**config.mk**
```make
export PLATFORM = sky130hd
export DESIGN_NAME = board_render_ctrl_flat
export DESIGN_NICKNAME = d
export VERILOG_FILES = /design/src/rtl/board_render_ctrl_pkg.sv /design/src/rtl/board_render_ctrl_if.sv /design/src/rtl/board_scan_decode.sv /design/src/rtl/board_render_ctrl.sv /design/src/flat_wrapper.sv
export SDC_FILE = /design/constraint.sdc
export NUM_CORES = 1
export LEC_CHECK = 0
export CAP_MARGIN = 20
export CORE_ASPECT_RATIO = 0.7
export CORE_MARGIN = 3
export CORE_UTILIZATION = 46
export CTS_CLUSTER_DIAMETER = 30
export DETAILED_ROUTE_END_ITERATION = 12
export MAX_ROUTING_LAYER = met4
export PLACE_DENSITY_LB_ADDON = 0.3
export SETUP_SLACK_MARGIN = 0.02
export SKIP_CTS_REPAIR_TIMING = 1
export SLEW_MARGIN = 20
export SYNTH_ARGS = -nofsm -noshare
export SYNTH_HDL_FRONTEND = slang
export SYNTH_SLANG_ARGS = --single-unit
```
**constraint.sdc**
```tcl
create_clock -name clk -period 2.1 [get_ports clk]
set_clock_uncertainty 0.15 [all_clocks]
set_input_delay 0.315 -clock clk [delete_from_list [all_inputs] [get_ports clk]]
set_output_delay 0.315 -clock clk [all_outputs]
set_load 0.01 [all_outputs]
```
**src/rtl/board_render_ctrl_pkg.sv**
```systemverilog
// Shared constants, FSM state type and address helpers for the board render controller.
package board_render_ctrl_pkg;

  localparam int unsigned TILE_PX     = 64;
  localparam int unsigned TILE_LOG2   = 6;
  localparam int unsigned BOARD_TILES = 4;
  localparam int unsigned BOARD_PX    = TILE_PX * BOARD_TILES;
  localparam int unsigned ADDR_W      = 4;
  localparam int unsigned VAL_W       = 4;
  localparam int unsigned POS_W       = 10;

  typedef enum logic [1:0] {
    StIdle,
    StReq,
    StFull
  } fsm_state_e;

  typedef logic [ADDR_W-1:0] tile_addr_t;
  typedef logic [VAL_W-1:0]  tile_val_t;

  function automatic tile_addr_t tile_addr(input logic [1:0] row, input logic [1:0] col);
    return {row, col};
  endfunction

endpackage

```
**src/rtl/board_render_ctrl_if.sv**
```systemverilog
// Beam position, board read port and glyph renderer signals of the board render controller.
interface board_render_ctrl_if;

  logic [board_render_ctrl_pkg::POS_W-1:0] hpos;
  logic [board_render_ctrl_pkg::POS_W-1:0] vpos;
  logic                                    frame_start;
  logic                                    rd_req;
  board_render_ctrl_pkg::tile_addr_t       rd_addr;
  logic                                    rd_ack;
  board_render_ctrl_pkg::tile_val_t        rd_data;
  board_render_ctrl_pkg::tile_val_t        num_index;
  logic [board_render_ctrl_pkg::TILE_LOG2-1:0] num_x;
  logic [board_render_ctrl_pkg::TILE_LOG2-1:0] num_y;
  logic                                    in_board;
  logic                                    underrun;

  // Controller side: issues board reads and drives the glyph renderer.
  modport master (
    input  hpos, vpos, frame_start, rd_ack, rd_data,
    output rd_req, rd_addr, num_index, num_x, num_y, in_board, underrun
  );

  // Environment side: timing generator, board store and renderer.
  modport slave (
    output hpos, vpos, frame_start, rd_ack, rd_data,
    input  rd_req, rd_addr, num_index, num_x, num_y, in_board, underrun
  );

endinterface

```
**src/rtl/board_scan_decode.sv**
```systemverilog
// Combinational beam-position decode: board offsets, hit window and fetch/commit strobes.
module board_scan_decode
  import board_render_ctrl_pkg::*;
#(
  parameter int unsigned BOARD_X0 = 192,
  parameter int unsigned BOARD_Y0 = 112,
  parameter int unsigned LEAD     = 8
) (
  input  logic [POS_W-1:0]     hpos_i,
  input  logic [POS_W-1:0]     vpos_i,
  output logic [TILE_LOG2-1:0] bx_o,
  output logic [7:0]           by_o,
  output logic                 row_valid_o,
  output logic                 hit_o,
  output logic                 trigger_o,
  output logic                 boundary_o,
  output logic [1:0]           trig_col_o
);

  localparam logic [POS_W-1:0] X0  = POS_W'(BOARD_X0);
  localparam logic [POS_W-1:0] Y0  = POS_W'(BOARD_Y0);
  localparam logic [POS_W-1:0] LD  = POS_W'(LEAD);
  localparam logic [POS_W-1:0] BPX = POS_W'(BOARD_PX);

  logic [POS_W-1:0] bx;
  logic [POS_W-1:0] by;
  logic [POS_W-1:0] lead_off;

  assign bx = hpos_i - X0;
  assign by = vpos_i - Y0;

  // Wrapping offsets make each window a single unsigned compare.
  assign row_valid_o = (by < BPX);
  assign hit_o       = row_valid_o && (bx < BPX);

  // Position as seen LEAD pixels ahead; a tile edge there is a fetch trigger here.
  assign lead_off    = hpos_i + LD - X0;
  assign trigger_o   = row_valid_o && (lead_off < BPX) && (lead_off[TILE_LOG2-1:0] == '0);
  assign trig_col_o  = lead_off[TILE_LOG2+1:TILE_LOG2];

  assign boundary_o  = hit_o && (bx[TILE_LOG2-1:0] == '0);

  assign bx_o = bx[TILE_LOG2-1:0];
  assign by_o = by[7:0];

endmodule

```
**src/rtl/board_render_ctrl.sv**
```systemverilog
// Prefetches each board tile's exponent ahead of the beam and drives the glyph renderer.
module board_render_ctrl
  import board_render_ctrl_pkg::*;
#(
  parameter int unsigned BOARD_X0 = 192,
  parameter int unsigned BOARD_Y0 = 112,
  parameter int unsigned LEAD     = 8
) (
  input  logic                clk,
  input  logic                rst_n,
  board_render_ctrl_if.master bus
);

  logic [TILE_LOG2-1:0] bx;
  logic [7:0]           by;
  logic                 row_valid;
  logic                 hit;
  logic                 trigger;
  logic                 boundary;
  logic [1:0]           trig_col;

  board_scan_decode #(
    .BOARD_X0 (BOARD_X0),
    .BOARD_Y0 (BOARD_Y0),
    .LEAD     (LEAD)
  ) u_decode (
    .hpos_i      (bus.hpos),
    .vpos_i      (bus.vpos),
    .bx_o        (bx),
    .by_o        (by),
    .row_valid_o (row_valid),
    .hit_o       (hit),
    .trigger_o   (trigger),
    .boundary_o  (boundary),
    .trig_col_o  (trig_col)
  );

  fsm_state_e           state_q;
  logic                 rd_req_q;
  tile_addr_t           rd_addr_q;
  tile_val_t            next_val_q;
  tile_val_t            cur_val_q;
  logic                 underrun_q;
  tile_val_t            num_index_q;
  logic [TILE_LOG2-1:0] num_x_q;
  logic [TILE_LOG2-1:0] num_y_q;
  logic                 in_board_q;

  tile_val_t            commit_val;
  tile_val_t            pix_val;
  logic                 miss;

  // Value that becomes current if this cycle is a tile boundary.
  always_comb begin
    commit_val = cur_val_q;
    case (state_q)
      StFull:  commit_val = next_val_q;
      StReq:   commit_val = bus.rd_ack ? bus.rd_data : '0;
      default: commit_val = cur_val_q;
    endcase
  end

  assign pix_val = boundary ? commit_val : cur_val_q;
  assign miss    = (state_q == StReq) && boundary && !bus.rd_ack;

  always_ff @(posedge clk or negedge rst_n) begin
    if (!rst_n) begin
      state_q    <= StIdle;
      rd_req_q   <= 1'b0;
      rd_addr_q  <= '0;
      next_val_q <= '0;
      cur_val_q  <= '0;
    end else begin
      case (state_q)
        StIdle: begin
          if (trigger) begin
            state_q   <= StReq;
            rd_req_q  <= 1'b1;
            rd_addr_q <= tile_addr(by[7:6], trig_col);
          end
        end
        StReq: begin
          if (bus.rd_ack) begin
            rd_req_q <= 1'b0;
            // A grant landing on the boundary itself is still in time.
            if (boundary) begin
              cur_val_q <= bus.rd_data;
              state_q   <= StIdle;
            end else begin
              next_val_q <= bus.rd_data;
              state_q    <= StFull;
            end
          end else if (boundary) begin
            rd_req_q  <= 1'b0;
            cur_val_q <= '0;
            state_q   <= StIdle;
          end
        end
        StFull: begin
          if (boundary) begin
            cur_val_q <= next_val_q;
            state_q   <= StIdle;
          end
        end
        default: state_q <= StIdle;
      endcase
    end
  end

  always_ff @(posedge clk or negedge rst_n) begin
    if (!rst_n) begin
      underrun_q <= 1'b0;
    end else if (miss) begin
      underrun_q <= 1'b1;
    end else if (bus.frame_start) begin
      underrun_q <= 1'b0;
    end
  end

  always_ff @(posedge clk or negedge rst_n) begin
    if (!rst_n) begin
      in_board_q  <= 1'b0;
      num_x_q     <= '0;
      num_y_q     <= '0;
      num_index_q <= '0;
    end else begin
      in_board_q  <= hit;
      num_x_q     <= hit ? bx : '0;
      num_y_q     <= hit ? by[TILE_LOG2-1:0] : '0;
      num_index_q <= hit ? pix_val : '0;
    end
  end

  assign bus.rd_req    = rd_req_q;
  assign bus.rd_addr   = rd_addr_q;
  assign bus.num_index = num_index_q;
  assign bus.num_x     = num_x_q;
  assign bus.num_y     = num_y_q;
  assign bus.in_board  = in_board_q;
  assign bus.underrun  = underrun_q;

  // row_valid is folded into hit/trigger inside the decoder; kept visible for debug.
  logic row_valid_dbg;
  assign row_valid_dbg = row_valid;

endmodule
```
**src/flat_wrapper.sv**
```systemverilog
// flat-port wrapper written by rule: the top's interface ports become plain ports
module board_render_ctrl_flat import board_render_ctrl_pkg::*;
#(
  parameter int unsigned BOARD_X0 = 192,
  parameter int unsigned BOARD_Y0 = 112,
  parameter int unsigned LEAD     = 8
)
  (clk, rst_n, bus_hpos, bus_vpos, bus_frame_start, bus_rd_ack, bus_rd_data, bus_rd_req, bus_rd_addr, bus_num_index, bus_num_x, bus_num_y, bus_in_board, bus_underrun);
  board_render_ctrl_if bus_i ();
  input  logic clk;
  input  logic rst_n;
  input wire logic [$bits(bus_i.hpos)-1:0] bus_hpos;
  input wire logic [$bits(bus_i.vpos)-1:0] bus_vpos;
  input wire logic [$bits(bus_i.frame_start)-1:0] bus_frame_start;
  input wire logic [$bits(bus_i.rd_ack)-1:0] bus_rd_ack;
  input wire logic [$bits(bus_i.rd_data)-1:0] bus_rd_data;
  output wire logic [$bits(bus_i.rd_req)-1:0] bus_rd_req;
  output wire logic [$bits(bus_i.rd_addr)-1:0] bus_rd_addr;
  output wire logic [$bits(bus_i.num_index)-1:0] bus_num_index;
  output wire logic [$bits(bus_i.num_x)-1:0] bus_num_x;
  output wire logic [$bits(bus_i.num_y)-1:0] bus_num_y;
  output wire logic [$bits(bus_i.in_board)-1:0] bus_in_board;
  output wire logic [$bits(bus_i.underrun)-1:0] bus_underrun;
  assign bus_i.hpos = bus_hpos;
  assign bus_i.vpos = bus_vpos;
  assign bus_i.frame_start = bus_frame_start;
  assign bus_i.rd_ack = bus_rd_ack;
  assign bus_i.rd_data = bus_rd_data;
  assign bus_rd_req = bus_i.rd_req;
  assign bus_rd_addr = bus_i.rd_addr;
  assign bus_num_index = bus_i.num_index;
  assign bus_num_x = bus_i.num_x;
  assign bus_num_y = bus_i.num_y;
  assign bus_in_board = bus_i.in_board;
  assign bus_underrun = bus_i.underrun;
  board_render_ctrl #(.BOARD_X0(BOARD_X0), .BOARD_Y0(BOARD_Y0), .LEAD(LEAD)) u_core (.clk(clk), .rst_n(rst_n), .bus(bus_i));
endmodule
```
==> results of run 1 <==
==> worst register-to-register path: cells and delay by family (launching register included) <==
| family | cells | cell delay (ns) |
|---|---|---|
| and+or+nand+nor | 2 | 0.30 |
| adders and majority gates | 1 | 0.38 |
| buffers and inverters | 1 | 0.12 |
| DFF | 1 | 0.42 |
| muxes | 1 | 0.30 |
| AOI/OAI and AO/OA | 1 | 0.12 |
==> layout make-up <==
cell class              instances  area [um2]  share of cell area [%]
clock buffers                   5        68.8                    2.57
clock inverters                 3        17.5                   0.654
inverters                       4        15.0                   0.560
multi-input cells             106         926                    34.5
flip-flops and latches         33         826                    30.8
well taps                      47        58.8                    2.19
repair buffers                 81         768                    28.7
==> flip-flops by register name (all words and copies together) (netlist names), 2 cells and up <==
signal,count
u_core.bus.rd_addr,4
u_core.bus.num_y,6
u_core.cur_val_q,4
u_core.bus.num_index,4
u_core.bus.num_x,6
u_core.next_val_q,4
u_core.state_q,2
==> stage by stage <==
step / utilization (%) / hold slack (ns)
floorplan: - / -0.131
global placement: 73.4 / 0.312
detailed placement: 73.4 / 0.330
CTS: 76.0 / 0.288
global route: 80.8 / 0.143
finish: 80.8 / 0.133
==> cells by family after synthesis <==
kind of cell | count (synthesis) | synth area share (%)
AND/OR/NAND/NOR | 49 | 19.4
multiplexers | 8 | 6.26
flip-flops | 33 | 49.2
buffers and inverters | 8 | 1.94
AO/OA/AOI/OAI | 36 | 15.6
XOR/XNOR | 6 | 3.13
adder cells (fa/ha/maj) | 6 | 4.47
==> per-layer routing <==
metal / GRT usage (%) / vias up / routed length [um]
met3: 6.09 / 12 / 312
met1: 26.2 / 707 / 2020
met4: 8.73 / 0 / 81
met2: 32.7 / 54 / 2170
li1: - / 702 / -
met5: - / - / 0
==> worst paths after layout <==
kind / end / slack [ns] / cells after the start
min in group asynchronous: u_core.bus.num_x[0] / 0.26 / 2
hold reg to reg: u_core.bus.rd_addr[1] / 0.35 / 2
setup reg to reg: u_core.cur_val_q[0] / 0.20 / 6
max in group asynchronous: u_core.bus.rd_req / 1.25 / 2
setup / recovery: u_core.next_val_q[2] / -0.18 / 8
hold / removal: u_core.bus.num_y[4] / 0.13 / 3
==> placed cells by master (no fill, tap or decap), types with 4 or more instances in the layout <==
cell type and instances:
a21oi_1 8, a22o_1 4, a32oi_1 4, and2_1 11, buf_4 29, buf_6 4
clkbuf_8 5, clkdlybuf4s50_1 38, dfrtp_1 33, dlymetal6s2s_1 10, ha_1 4, inv_1 4
mux2_4 8, nand2_1 7, nor2_1 6, o21ai_1 4
==> power groups by stage <==
stage	logic [mW]	clock network [mW]	registers (mW)
finish	0.656	0.478	0.807
global route	0.706	0.514	0.819
CTS	0.586	0.477	0.798
detailed placement	0.586	0	0.808
global placement	0.557	0	0.801
floorplan	0.376	0	0.793
==> cells in the mapped netlist <==
cell	number
nor2b_1	6
clkbuf_1	2
nand3_2	1
or3_1	1
xnor2_1	3
nand4_1	1
or3_4	1
a211oi_1	2
buf_2	2
a31oi_1	2
nor2_1	6
or4b_4	2
a41oi_1	1
ha_1	6
a22o_1	4
nor3b_1	2
nand2b_1	1
o31ai_1	2
a32oi_1	4
a31oi_4	1
a311oi_2	1
a21boi_1	2
mux2_4	4
o21ai_0	3
and2_1	12
and4b_1	1
o22ai_1	1
inv_1	4
dfrtp_1	33
nand3_1	2
nor4bb_1	1
nand2b_4	1
a21oi_1	9
mux2_2	4
nand2_1	9
o21ai_1	3
xor2_1	3
o21ai_2	1
nand3_4	1
nor4_2	1
==> summary.md, run 1 <==
| Metric | Value |
|---|---|
| Status | `complete, but fails checks` |
| Failing checks | `negative setup slack` |
| CP Data Required Time | `2.13 ns` |
| ANT nets after route | `0` |
| Vias per inst | `5.29` |
| DP Area | `between 0.002 and 0.0025 mm2` |
| Sequential area share after synthesis | `49.2%` |
| Cell total after placement | `265` |
| Syn_nets | `180` |
| Int Power | `1.33 mW` |
| Yosys warnings | `0` |
| Unrepaired setup endpoints after global routing | `true` |
| Vias in the first global route | `1472` |
| Synth Register Bits | `33` |
| First-pass GRT wire length | `7000 um` |
| Sw Ratio | `31.7%` |
| Total core area | `0.00332 mm2` |
| Design area | `0.00268 mm2` |
| Synth Area per Inst | `11.5 um2` |
| Layout cells sized above 1 | `31.0%` |
| Cell accounting for the most synthesized area | `dfrtp_1` |
| Drt first pass iters | `4` |
| Hold Crit Class | `in2reg` |
| Worst-path maximum fanout | `5` |
| Gr usage total | `21.1%` |
| Family with the most delay on the worst path | `simple AND/OR/NAND/NOR gates` |
| Synth top area share | `49.2%` |
| Pleak | `1.25 nW` |
| Die area | `~0.0044 mm2` |
| Die Wd | `78.2 um` |
| Mapped Cells | `146` |
| Total gr overflow | `0` |
| CP Class | `in2reg` |
| Part of the power in combinational logic | `33.8%` |
| Largest net degree at the start of global routing | `34` |
| Final hold vios | `0` |
| CP cell instances | `buf_6 -> ha_4 -> and2_4 -> or4b_4 -> a311oi_4 -> nand2_2 -> nand3_4 -> mux2_4` |
| Sw power | `0.616 mW` |
| Row count | `17` |
| CP max-delay cell | `or4b_4` |
| WP buf/inv | `1` |
| Avg WL per Cell | `16.4 um` |
| Vias | `1475` |
| Share of power burned in registers | `41.6%` |
| Clk_lat worst skew | `0.29 ns` |
| Setup crit start kind | `input pin` |
| Final setup viols | `11` |
| DP Worst Slack | `-0.858 ns` |
| # diodes | `0` |
| Final period utilization | `108%` |
| Mapped Area | `0.00168 mm2` |
| DR iter-0 viols | `90` |
| Max Root-Sink Buffers | `2` |
| DPL Wire Length | `between 3000 and 4000 um` |
| Initial Utilization | `50.6%` |
| Peak supply drop | `between 0.4 and 0.5 mV` |
| CP arrival | `~2.3 ns` |
| Clock sinks | `33` |
| Setup TNS | `-1.42 ns` |
| Clk pwr share | `24.6%` |
| Htree depth | `2` |
| Drt total wl | `4590 um` |
| # IOs | `51` |
| Initial antenna violation count | `0` |
| PD cells | `724 mW/mm2` |
| Hold_sp | `bus_vpos[4]` |
| Final setup margin | `-0.176 ns` |
| Crit end category | `register` |
| Slew @ Worst Pin | `0.415 ns` |
| Reg2reg start | `u_core.state_q[0]` |
| Synth area leaders | `dfrtp_1, and2_1, ha_1` |
| Maxcap violations | `0` |
| CTS tree | `done` |
| Rel. slew slack | `72.4%` |
| Clk root buf | `clkbuf_8` |
| Post-Layout Cell Count | `279` |
| Synthesis-to-finish area growth | `59.6%` |
| CP max stage delay | `0.53 ns` |
| Post-synth cell types | `40` |
| Worst-path clk slew | `0.07 ns` |
| GPL Wtd Cong | `0.917` |
| Total power | `between 1.5 and 2 mW` |
| Vert. Die Dim | `56.6 um` |
| Slew Viols, Final | `0` |
| Achievable frequency | `0.439 GHz` |
| Final-stage net count | `265` |
| # DRC | `0` |
| Tmin final | `2.28 ns` |
| Port bufs | `50` |
| FILL cells | `approximately 190` |
| Num CTS Buffers | `5` |
| Critical Path Source | `bus_vpos[5]` |
Power figures use the tool's default switching activity.
==> run 2, diff against run 1 <==
Settings changed: CORE_UTILIZATION 46 to 47, MAX_ROUTING_LAYER met4 to default, SYNTH_HIERARCHICAL from default to 1.
==> run 2 against run 1 <==
The run still ends with negative setup slack left. Die area rose by 1.8%. Global-route usage decreased by 0.71 points. Count of clock-buffer cells in the layout did not move. Register-to-register slack worse by 0.07 ns. Largest power group unchanged.
==> summary.md, run 2 <==
| Metric | Value |
|---|---|
| Final setup margin | `-0.0695 ns (+0.106 ns)` |
| Initial Utilization | `52.1% (+1.5 points)` |
| Final hold vios | `0 (unchanged)` |
| CP Class | `in2reg` |
| Initial antenna violation count | `0 (unchanged)` |
| Post-Layout Cell Count | `268 (-3.9%)` |
| Worst-path maximum fanout | `4 (-1)` |
| Total core area | `0.00336 mm2 (+1.3%)` |
| Drt total wl | `4570 um (-0.24%)` |
| Cell total after placement | `258 (-2.6%)` |
| First-pass GRT wire length | `7020 um (+0.20%)` |
| Peak supply drop | `0.480 mV (+1.3%)` |
| Vert. Die Dim | `57.1 um (+0.90%)` |
| Drt first pass iters | `4 (unchanged)` |
| Vias | `1455 (-1.4%)` |
| Worst R2R Setup Slack | `0.13 ns (-0.07 ns)` |
| Num CTS Buffers | `5 (unchanged)` |
| Avg WL per Cell | `17.1 um (+3.9%)` |
| Slew Viols, Final | `0 (unchanged)` |
| Row count | `17 (unchanged)` |
| Largest net degree at the start of global routing | `34 (unchanged)` |
| Worst-path clk slew | `0.06 ns (about the same)` |
| Mapped Cells | `154 (+5.5%)` |
| Htree depth | `2 (unchanged)` |
| Clk_lat worst skew | `0.28 ns (about the same)` |
| CP Data Required Time | `2.12 ns (about the same)` |
| Clk root buf | `clkbuf_8` |
| Die area | `0.00450 mm2 (+1.8%)` |
| Status | `complete, but fails checks` |
| Synthesis-to-finish area growth | `49.9%` |
| Total gr overflow | `0 (unchanged)` |
| Syn_nets | `190 (+5.6%)` |
| Maxcap violations | `0 (unchanged)` |
| Vias per inst | `5.43 (+2.7%)` |
| Max Root-Sink Buffers | `2 (unchanged)` |
| Slew @ Worst Pin | `0.411 ns (-0.00400 ns)` |
| CTS tree | `done` |
| Achievable frequency | `0.461 GHz (+4.9%)` |
| Final setup viols | `8 (-3)` |
| Tmin final | `2.17 ns (-0.106 ns)` |
| Synth Area per Inst | `11.4 um2 (-1.2%)` |
| Gr usage total | `20.4% (-0.71 points)` |
| Unrepaired setup endpoints after global routing | `true` |
| CP arrival | `2.19 ns (-0.12 ns)` |
| ANT nets after route | `0 (unchanged)` |
| Crit end category | `register` |
| Die Wd | `78.9 um (+0.93%)` |
| Total power | `1.93 mW (-0.43%)` |
| Hold Crit Class | `in2reg` |
| DP Area | `0.00238 mm2 (-2.4%)` |
| Design area | `0.00262 mm2 (-2.1%)` |
| Rel. slew slack | `72.6% (+0.27 points)` |
| Final-stage net count | `256 (-3.4%)` |
| Layout cells sized above 1 | `31.7% (+0.64 points)` |
| Final period utilization | `103% (-5.0 points)` |
| DP Worst Slack | `-0.594 ns (+0.264 ns)` |
| Yosys warnings | `6 (+6)` |
| Util after Layout | `78.1% (-2.7 points)` |
| Commonest non-fill, non-tap cell in the layout | `clkdlybuf4s50_1` |
| Setup TNS | `-0.209 ns (+1.21 ns)` |
| Pleak | `1.26 nW (+0.62%)` |
| # DRC | `0 (unchanged)` |
| Failing checks | `negative setup slack` |
| PD cells | `737 mW/mm2 (+1.7%)` |
| Setup crit start kind | `input pin` |
| Vias in the first global route | `1416 (-3.8%)` |
| Mapped Area | `0.00175 mm2 (+4.2%)` |
| # diodes | `0 (unchanged)` |
| Hold_ws | `0.110 ns (-0.0225 ns)` |
| DR iter-0 viols | `106 (+18%)` |
| Clock sinks | `33 (unchanged)` |
| # IOs | `51 (unchanged)` |
| DPL Wire Length | `3270 um (+0.16%)` |
| Most frequent cells in the layout | `clkdlybuf4s50_1, dfrtp_1, buf_4` |
| GPL Wtd Cong | `0.791 (-14%)` |
| Port bufs | `50 (unchanged)` |
==> run 2: critical path, stage by stage <==
cell    delay [ns]
buf_6         0.09
or3_4         0.39
or4_4         0.45
nor4_4        0.32
o22a_2        0.26
mux2_2        0.35
==> run 2: path summary, 6_finish.rpt <==
check	from	to	cells after the start
min in group asynchronous	rst_n	u_core/bus.num_x[2]	2
setup reg to reg	u_core/state_q[0]	u_core/cur_val_q[3]	4
hold reg to reg	u_core/bus.rd_addr[3]	u_core/bus.rd_addr[3]	1
setup / recovery	bus_hpos[1]	u_core/cur_val_q[3]	6
hold / removal	bus_hpos[1]	u_core/bus.num_x[1]	2
max in group asynchronous	rst_n	u_core/state_q[1]	2
==> run 2: cell type report <==
cell class / instances / area [um2]
Sequential cell: 33 / 826
Inverter: 4 / 15.0
Clock buffer: 5 / 68.8
Tap cell: 47 / 58.8
Multi-Input combinational cell: 102 / 887
Clock inverter: 3 / 65.1
Fill cell: 223 / 737
Timing Repair Buffer: 74 / 703
==> run 2: where the power goes <==
part	internal (mW)	total [mW]	switching (mW)
registers	0.719	0.787	0.0680
clock network	0.471	0.699	0.228
logic	0.250	0.447	0.197
==> run 2: per-layer routing <==
metal	up-vias	track usage [%]	wire length (um)
met1	723	24.6	1910
met4	0	4.41	85
met2	59	35.3	2260
met5	-	0	0
met3	11	7.73	322
li1	662	-	-
